===== src/rtl/i2c_seq_pkg.sv =====
// I2C sensor sequencer: shared op, primitive, error and state encodings.
// Imported by the sequencer top and its FIFO.
package i2c_seq_pkg;

  typedef enum logic [1:0] {
    OP_READ    = 2'b00,
    OP_WRITE   = 2'b01,
    OP_CONVERT = 2'b10,
    OP_IDCHK   = 2'b11
  } op_e;

  typedef enum logic [2:0] {
    MC_START     = 3'd0,
    MC_WRITE     = 3'd1,
    MC_READ_ACK  = 3'd2,
    MC_READ_NACK = 3'd3,
    MC_STOP      = 3'd4
  } mcmd_e;

  typedef enum logic [1:0] {
    ERR_NONE       = 2'd0,
    ERR_NACK       = 2'd1,
    ERR_BADLEN     = 2'd2,
    ERR_IDMISMATCH = 2'd3
  } err_e;

  typedef enum logic [3:0] {
    S_IDLE, S_CHECK, S_START1, S_ADDRW,
    S_REG, S_DATA, S_WAIT, S_START2,
    S_ADDRR, S_READ, S_STOP, S_ERRSTOP
  } state_e;

endpackage


===== src/rtl/i2c_seq_fifo.sv =====
// First-word-fall-through FIFO for read bytes plus last flag.
// Full with a pop in the same cycle still accepts a push.
module i2c_seq_fifo
  import i2c_seq_pkg::*;
#(
  parameter int WIDTH = 9,
  parameter int DEPTH = 22
) (
  input  logic             clk,
  input  logic             reset,
  input  logic             push,
  input  logic [WIDTH-1:0] wdata,
  output logic             full,
  output logic             out_valid,
  input  logic             pop_ready,
  output logic [WIDTH-1:0] rdata
);

  localparam int AW = (DEPTH > 1) ? $clog2(DEPTH) : 1;
  localparam int CW = $clog2(DEPTH + 1);

  logic [WIDTH-1:0] mem [DEPTH];
  logic [AW-1:0]    wptr, rptr;
  logic [CW-1:0]    count;
  logic             pop, do_push;

  function automatic logic [AW-1:0] inc(input logic [AW-1:0] p);
    return (p == AW'(DEPTH - 1)) ? '0 : p + 1'b1;
  endfunction

  assign full      = (count == CW'(DEPTH));
  assign out_valid = (count != '0);
  assign rdata     = mem[rptr];
  assign pop       = out_valid && pop_ready;
  assign do_push   = push && (!full || pop);

  always_ff @(posedge clk) begin
    if (do_push) mem[wptr] <= wdata;
  end

  always_ff @(posedge clk) begin
    if (reset) begin
      wptr  <= '0;
      rptr  <= '0;
      count <= '0;
    end else begin
      if (do_push) wptr <= inc(wptr);
      if (pop) rptr <= inc(rptr);
      if (do_push && !pop) count <= count + 1'b1;
      else if (!do_push && pop) count <= count - 1'b1;
    end
  end

endmodule


===== src/rtl/i2c_sensor_seq.sv =====
// Register-level I2C sequencer driving a byte-level master.
// Handles WRITE, READ, CONVERT (write, wait, read) and IDCHK.
module i2c_sensor_seq
  import i2c_seq_pkg::*;
#(
  parameter logic [6:0] DEV_ADDR    = 7'h77,
  parameter int         MAX_BURST   = 22,
  parameter int         WAIT_CYCLES = 225000,
  parameter logic [7:0] RESULT_REG  = 8'hF6,
  parameter logic [7:0] EXP_ID      = 8'h55,
  localparam int        LEN_W       = $clog2(MAX_BURST + 1)
) (
  input  logic             clk,
  input  logic             reset,
  input  logic             cmd_valid,
  output logic             cmd_ready,
  input  logic [1:0]       cmd_op,
  input  logic [7:0]       cmd_reg,
  input  logic [7:0]       cmd_wdata,
  input  logic [LEN_W-1:0] cmd_len,
  output logic             m_cmd_valid,
  input  logic             m_cmd_ready,
  output logic [2:0]       m_cmd,
  output logic [7:0]       m_wdata,
  input  logic             m_done,
  input  logic [7:0]       m_rdata,
  input  logic             m_ackerr,
  output logic             rd_valid,
  input  logic             rd_ready,
  output logic [7:0]       rd_data,
  output logic             rd_last,
  output logic             busy,
  output logic             err,
  output logic [1:0]       err_code
);

  localparam int WCW = (WAIT_CYCLES > 1) ? $clog2(WAIT_CYCLES) : 1;
  localparam int WLD = (WAIT_CYCLES > 0) ? WAIT_CYCLES - 1 : 0;

  state_e           state, nxt;
  op_e              op_q;
  mcmd_e            mc;
  logic [7:0]       reg_q, wdata_q;
  logic [LEN_W-1:0] len_q, rcnt;
  logic [WCW-1:0]   wcnt;
  logic             pend, conv_rd, badlen_q, err_q, prim;
  err_e             code_q;
  logic             accept, done, badlen_in, last_rd;
  logic             wr_phase, fifo_full;
  logic [8:0]       fifo_q;

  assign accept    = cmd_valid && cmd_ready;
  assign done      = pend && m_done;
  assign last_rd   = (rcnt == LEN_W'(1));
  assign badlen_in = (cmd_op == OP_READ || cmd_op == OP_CONVERT)
                  && (cmd_len == '0 || cmd_len > LEN_W'(MAX_BURST));
  // The first CONVERT pass is a plain register write.
  assign wr_phase  = (op_q == OP_WRITE)
                  || (op_q == OP_CONVERT && !conv_rd);

  always_ff @(posedge clk) begin
    if (reset) state <= S_IDLE;
    else state <= nxt;
  end

  always_comb begin
    nxt = state;
    unique case (state)
      S_IDLE:    if (accept) nxt = S_CHECK;
      S_CHECK:   nxt = badlen_q ? S_IDLE : S_START1;
      S_START1:  if (done) nxt = S_ADDRW;
      S_ADDRW:   if (done) nxt = m_ackerr ? S_ERRSTOP : S_REG;
      S_REG:     if (done) nxt = m_ackerr ? S_ERRSTOP
                                : wr_phase ? S_DATA : S_START2;
      S_DATA:    if (done) nxt = m_ackerr ? S_ERRSTOP : S_STOP;
      S_WAIT:    if (wcnt == '0) nxt = S_START1;
      S_START2:  if (done) nxt = S_ADDRR;
      S_ADDRR:   if (done) nxt = m_ackerr ? S_ERRSTOP : S_READ;
      S_READ:    if (done && last_rd) nxt = S_STOP;
      S_STOP:    if (done) nxt = (op_q == OP_CONVERT && !conv_rd)
                                ? S_WAIT : S_IDLE;
      S_ERRSTOP: if (done) nxt = S_IDLE;
      default:   nxt = S_IDLE;
    endcase
  end

  always_comb begin
    mc      = MC_START;
    m_wdata = '0;
    prim    = 1'b1;
    unique case (state)
      S_START1, S_START2: mc = MC_START;
      S_ADDRW: begin
        mc      = MC_WRITE;
        m_wdata = {DEV_ADDR, 1'b0};
      end
      S_REG: begin
        mc      = MC_WRITE;
        m_wdata = conv_rd ? RESULT_REG : reg_q;
      end
      S_DATA: begin
        mc      = MC_WRITE;
        m_wdata = wdata_q;
      end
      S_ADDRR: begin
        mc      = MC_WRITE;
        m_wdata = {DEV_ADDR, 1'b1};
      end
      S_READ:  mc = last_rd ? MC_READ_NACK : MC_READ_ACK;
      S_STOP, S_ERRSTOP: mc = MC_STOP;
      default: prim = 1'b0;
    endcase
  end

  // Reads wait for FIFO room so the bus stalls instead of dropping bytes.
  assign m_cmd       = mc;
  assign m_cmd_valid = prim && !pend && !(state == S_READ && fifo_full);
  assign cmd_ready   = (state == S_IDLE);
  assign busy        = (state != S_IDLE) || accept;
  assign err         = err_q;
  assign err_code    = code_q;

  always_ff @(posedge clk) begin
    if (reset) begin
      op_q     <= OP_READ;
      reg_q    <= '0;
      wdata_q  <= '0;
      len_q    <= '0;
      rcnt     <= '0;
      wcnt     <= '0;
      pend     <= 1'b0;
      conv_rd  <= 1'b0;
      badlen_q <= 1'b0;
      err_q    <= 1'b0;
      code_q   <= ERR_NONE;
    end else begin
      err_q <= 1'b0;
      if (m_cmd_valid && m_cmd_ready) pend <= 1'b1;
      else if (done) pend <= 1'b0;
      if (accept) begin
        op_q     <= op_e'(cmd_op);
        reg_q    <= cmd_reg;
        wdata_q  <= cmd_wdata;
        len_q    <= (cmd_op == OP_IDCHK) ? LEN_W'(1) : cmd_len;
        conv_rd  <= 1'b0;
        badlen_q <= badlen_in;
        err_q    <= badlen_in;
        code_q   <= badlen_in ? ERR_BADLEN : ERR_NONE;
      end
      if (state == S_ADDRR && done) rcnt <= len_q;
      if (state == S_READ && done) begin
        rcnt <= rcnt - 1'b1;
        if (op_q == OP_IDCHK && m_rdata != EXP_ID) begin
          err_q  <= 1'b1;
          code_q <= ERR_IDMISMATCH;
        end
      end
      if (state == S_STOP && nxt == S_WAIT) begin
        wcnt    <= WCW'(WLD);
        conv_rd <= 1'b1;
      end
      if (state == S_WAIT && wcnt != '0) wcnt <= wcnt - 1'b1;
      if (state == S_ERRSTOP && done) begin
        err_q  <= 1'b1;
        code_q <= ERR_NACK;
      end
    end
  end

  i2c_seq_fifo #(
    .WIDTH(9),
    .DEPTH(MAX_BURST)
  ) u_fifo (
    .clk      (clk),
    .reset    (reset),
    .push     (state == S_READ && done),
    .wdata    ({last_rd, m_rdata}),
    .full     (fifo_full),
    .out_valid(rd_valid),
    .pop_ready(rd_ready),
    .rdata    (fifo_q)
  );

  assign rd_data = fifo_q[7:0];
  assign rd_last = fifo_q[8];

endmodule


===== config.mk =====
export PLATFORM = sky130hd
export DESIGN_NAME = i2c_sensor_seq
export DESIGN_NICKNAME = d
export VERILOG_FILES = /design/src/rtl/i2c_seq_pkg.sv /design/src/rtl/i2c_seq_fifo.sv /design/src/rtl/i2c_sensor_seq.sv
export SDC_FILE = /design/constraint.sdc
export NUM_CORES = 1
export LEC_CHECK = 0
export CORE_AREA = 2 2 185 187
export CTS_CLUSTER_DIAMETER = 80
export DETAILED_ROUTE_END_ITERATION = 10
export DIE_AREA = 0 0 187 189
export DONT_BUFFER_PORTS = 1
export PLACE_DENSITY = 0.47
export RECOVER_POWER = 25
export SYNTH_ARGS = -nofsm -noshare
export SYNTH_HDL_FRONTEND = slang
export SYNTH_SLANG_ARGS = --single-unit

===== constraint.sdc =====
create_clock -name clk -period 3.1 [get_ports clk]
set_input_delay 0.465 -clock clk [delete_from_list [all_inputs] [get_ports clk]]
set_output_delay 0.465 -clock clk [all_outputs]
set_load 0.005 [all_outputs]

==> results.py <==
metrics = {
    "setup_path": {
        "worst-endpoint-arrival_ps": 2510,
        "crit_path_start_kind": "flop",
        "cp_max_fo": 11,
        "endpoint_kind": "output pin",
        "crit_type": "reg -> out",
        "slowest_delay_ps": 660,
        "worstPathCellList": "clkinvlp_4 -> mux2i_1 -> a221oi_1",
        "worstPathRequired_ps": 2630,
        "crit_slowest_cell": "dfxtp_1",
    },
    "placed_design": {
        "placed_area_um2": 12200,
        "gp_congestion": 0.759,
        "io_buffers": 0,
        "post-dp-hpwl_mm": 17.9,
    },
    "floorplanning": {
        "start_util": 0.348,
        "die_w_um": 187,
        "die_area_um2": 35300,
        "rows": 67,
        "die_h_um": 189,
        "fp.coreArea_um2": 33300,
        "num_io_pins": 65,
    },
    "timing": {
        "setup_violations": 0,
        "finalCritPeriodShare": 0.960,
        "skew_ps": 12.4,
        "worstMarginPinSlew_ps": 922,
        "fmax_mhz": 336,
        "finalSetupTns_ps": 0,
        "rsz0062_at_grt": "false",
        "period_needed_ps": 2980,
        "hold_violations": 0,
        "slew_headroom": 0.383,
        "slew_violations": 0,
    },
    "power": {
        "power_frac_comb": 0.136,
        "power_frac_clock": 0.420,
        "power.share.switching": 0.243,
        "vdd_drop_max_uv": 342,
        "p_leak_nw": 4.28,
        "intPower_mw": 7.06,
        "pwr-share-seq": 0.443,
        "powerDensity_nw_per_um2": 700,
        "p_switching_mw": 2.26,
    },
    "yosys": {
        "synth_adder_area_share": 0.0158,
        "synthCells": 855,
        "postSynthAreaPerCell_um2": 13.5,
        "synth_top_family_by_area": "simple AND/OR/NAND/NOR gates",
        "synth.area.mux_share": 0.105,
        "synth_edf_count": 198,
        "yosys.area_share.simple": 0.110,
        "netlist_area_um2": 11600,
        "yosysUniqueCellTypes": 64,
        "synthArstFlopShare": 0,
        "synth_compound_area_frac": 0.0915,
        "synth_nets": 907,
        "synth_xor_area_frac": 0.0113,
        "ys_seq_elements": 274,
        "yosys_warnings": 0,
        "synth_ff_type": "edfxtp_1",
        "seq_area_frac_synth": 0.645,
    },
    "route": {
        "drtAntennaViolNets": 0,
        "routedWlPerCell_um": 20.5,
        "drt-vias-per-instance": 5.14,
        "drc": 0,
        "firstDrtPassIters": 4,
        "via_count": 6927,
        "wl_mm": 27.7,
        "drtIter0Drc": 454,
    },
    "job": {
        "drv_cap": 0,
    },
    "grt": {
        "grt_overflow_total": 0,
        "gr-usage-all-layers": 0.158,
        "grt_pass1_wl_mm": 42.8,
        "antenna_found_initial": 1,
        "grt_pass1_vias": 7155,
        "grt_max_degree": 65,
    },
    "layout": {
        "fin_area_um2": 13300,
        "final_common_cell": "edfxtp_1",
        "syn2layout_area_growth_pct": 15.0,
        "nets": 924,
        "drive_gt1_frac": 0.159,
        "most-common-layout-cells": "edfxtp_1, nand2_1, dfxtp_1",
    },
    "cts": {
        "post_cts_buffers": 0,
        "path_clk_slew_ps": 50,
        "clk_path_buf_depth": 3,
        "worstSkewPairLatency_ps": 510,
        "htree_levels": 2,
        "clock_sinks": 274,
        "cts-buffers-inserted": 35,
        "root_buffer": "clkbuf_16",
        "cts_tree": "yes",
    },
    "hold_path": {
        "hp-class": "in -> reg",
    },
    "run_status": {
        "outcome": "finished, final reports clean",
    },
}
-- routing by layer --
layer / vias to the layer above / wire length (um) / GRT usage
met5: - / 0 / 0
met4: 0 / 513 / 0.0446
met3: 40 / 1300 / 0.0326
met2: 149 / 13400 / 0.263
met1: 3416 / 12500 / 0.209
li1: 3322 / - / -
-- flip-flops by register name, indices dropped and copies added, names as in the netlist, named ones only --
name,flops
badlen_q,1
conv_rd,1
err,1
err_code,2
len_q,5
op_q,2
pend,1
rcnt,5
reg_q,8
state,4
u_fifo.count,5
u_fifo.mem,198
u_fifo.rptr,5
u_fifo.wptr,5
wcnt,18
wdata_q,8
-- final timing paths --
| check | from | end | slack [ps] | cells past startpoint |
|---|---|---|---|---|
| worst max-delay path | flop | rd_data[4] | 120 | 3 |
| worst min-delay path | reset | u_fifo.count[4]$_SDFFE_PP0P_ | 30 | 1 |
| worst max register to register | u_fifo.count[0]$_SDFFE_PP0P_ | u_fifo.count[4]$_SDFFE_PP0P_ | 270 | 11 |
| worst min register to register | len_q[4]$_SDFFE_PP0P_ | len_q[4]$_SDFFE_PP0P_ | 450 | 2 |
-- critical path: cells and delay by family, from the launching register on --
family | cells | cell delay (ps)
multiplexers | 1 | 290
AO/OA/AOI/OAI | 1 | 520
flip-flops | 1 | 660
buffers and inverters | 1 | 520
-- stage by stage --
stage               total power [mW]  hold slack [ps]  cells  setup slack [ps]   util
floorplan                       5.08              432    855               189      -
global placement                5.50              436   1282               263  0.366
detailed placement              5.50              443   1282               243  0.366
CTS                             9.46             5.37   1345               111  0.400
global route                    9.72             5.25   1347              25.8  0.400
finish                          9.32             31.5   1347               123  0.400
-- cell families after synthesis --
| group | after synthesis |
|---|---|
| mux | 65 |
| xor+xnor | 15 |
| buf+inv | 64 |
| flops | 274 |
| simple gates | 258 |
| compound gates | 165 |
| fa+ha+maj | 14 |
-- Yosys cell counts (all sizes together) (6+ instances only) --
cell / instances / area share
mux4: 45 / 0.088
or4: 6 / 0.0042
xnor2: 6 / 0.0045
nor2b: 7 / 0.0038
inv: 19 / 0.0062
a211oi: 7 / 0.0045
nand3b: 9 / 0.0058
xor2: 9 / 0.0068
nand2: 83 / 0.027
clkbuf: 32 / 0.010
a221oi: 10 / 0.0076
nand4: 7 / 0.0038
nor2: 69 / 0.022
o21ai: 42 / 0.019
o22ai: 9 / 0.0049
mux2i: 20 / 0.017
or3: 7 / 0.0038
buf: 13 / 0.0052
nor3: 17 / 0.0073
ha: 13 / 0.014
nand2b: 8 / 0.0043
nand3: 12 / 0.0052
dfxtp: 76 / 0.13
a21oi: 51 / 0.022
edfxtp: 198 / 0.51
-- power groups by stage --
stage	Clock, mW	Combinational, mW	Sequential, mW
floorplan	0	0.980	4.10
global placement	0	1.29	4.21
detailed placement	0	1.29	4.21
CTS	4.03	1.29	4.14
global route	4.18	1.39	4.15
finish	3.92	1.27	4.13
-- timing repair --
item	CTS	global route
endpoints found under the setup margin	0	4
gates resized for setup	0	3
hold buffers	0	0
-- final cells by class --
type                       instances  area, um^2
multi-input combinational        517        3870
clock buffer                      53        1000
inverter                          19        75.1
tap                              448         561
timing repair inverter             1        7.51
timing repair buffer              24         205
fill                            3146       20000
sequential                       274        7470
antenna                            1        2.50
clock inverter                    10         121
No activity file was read; power rests on OpenSTA's default activity.
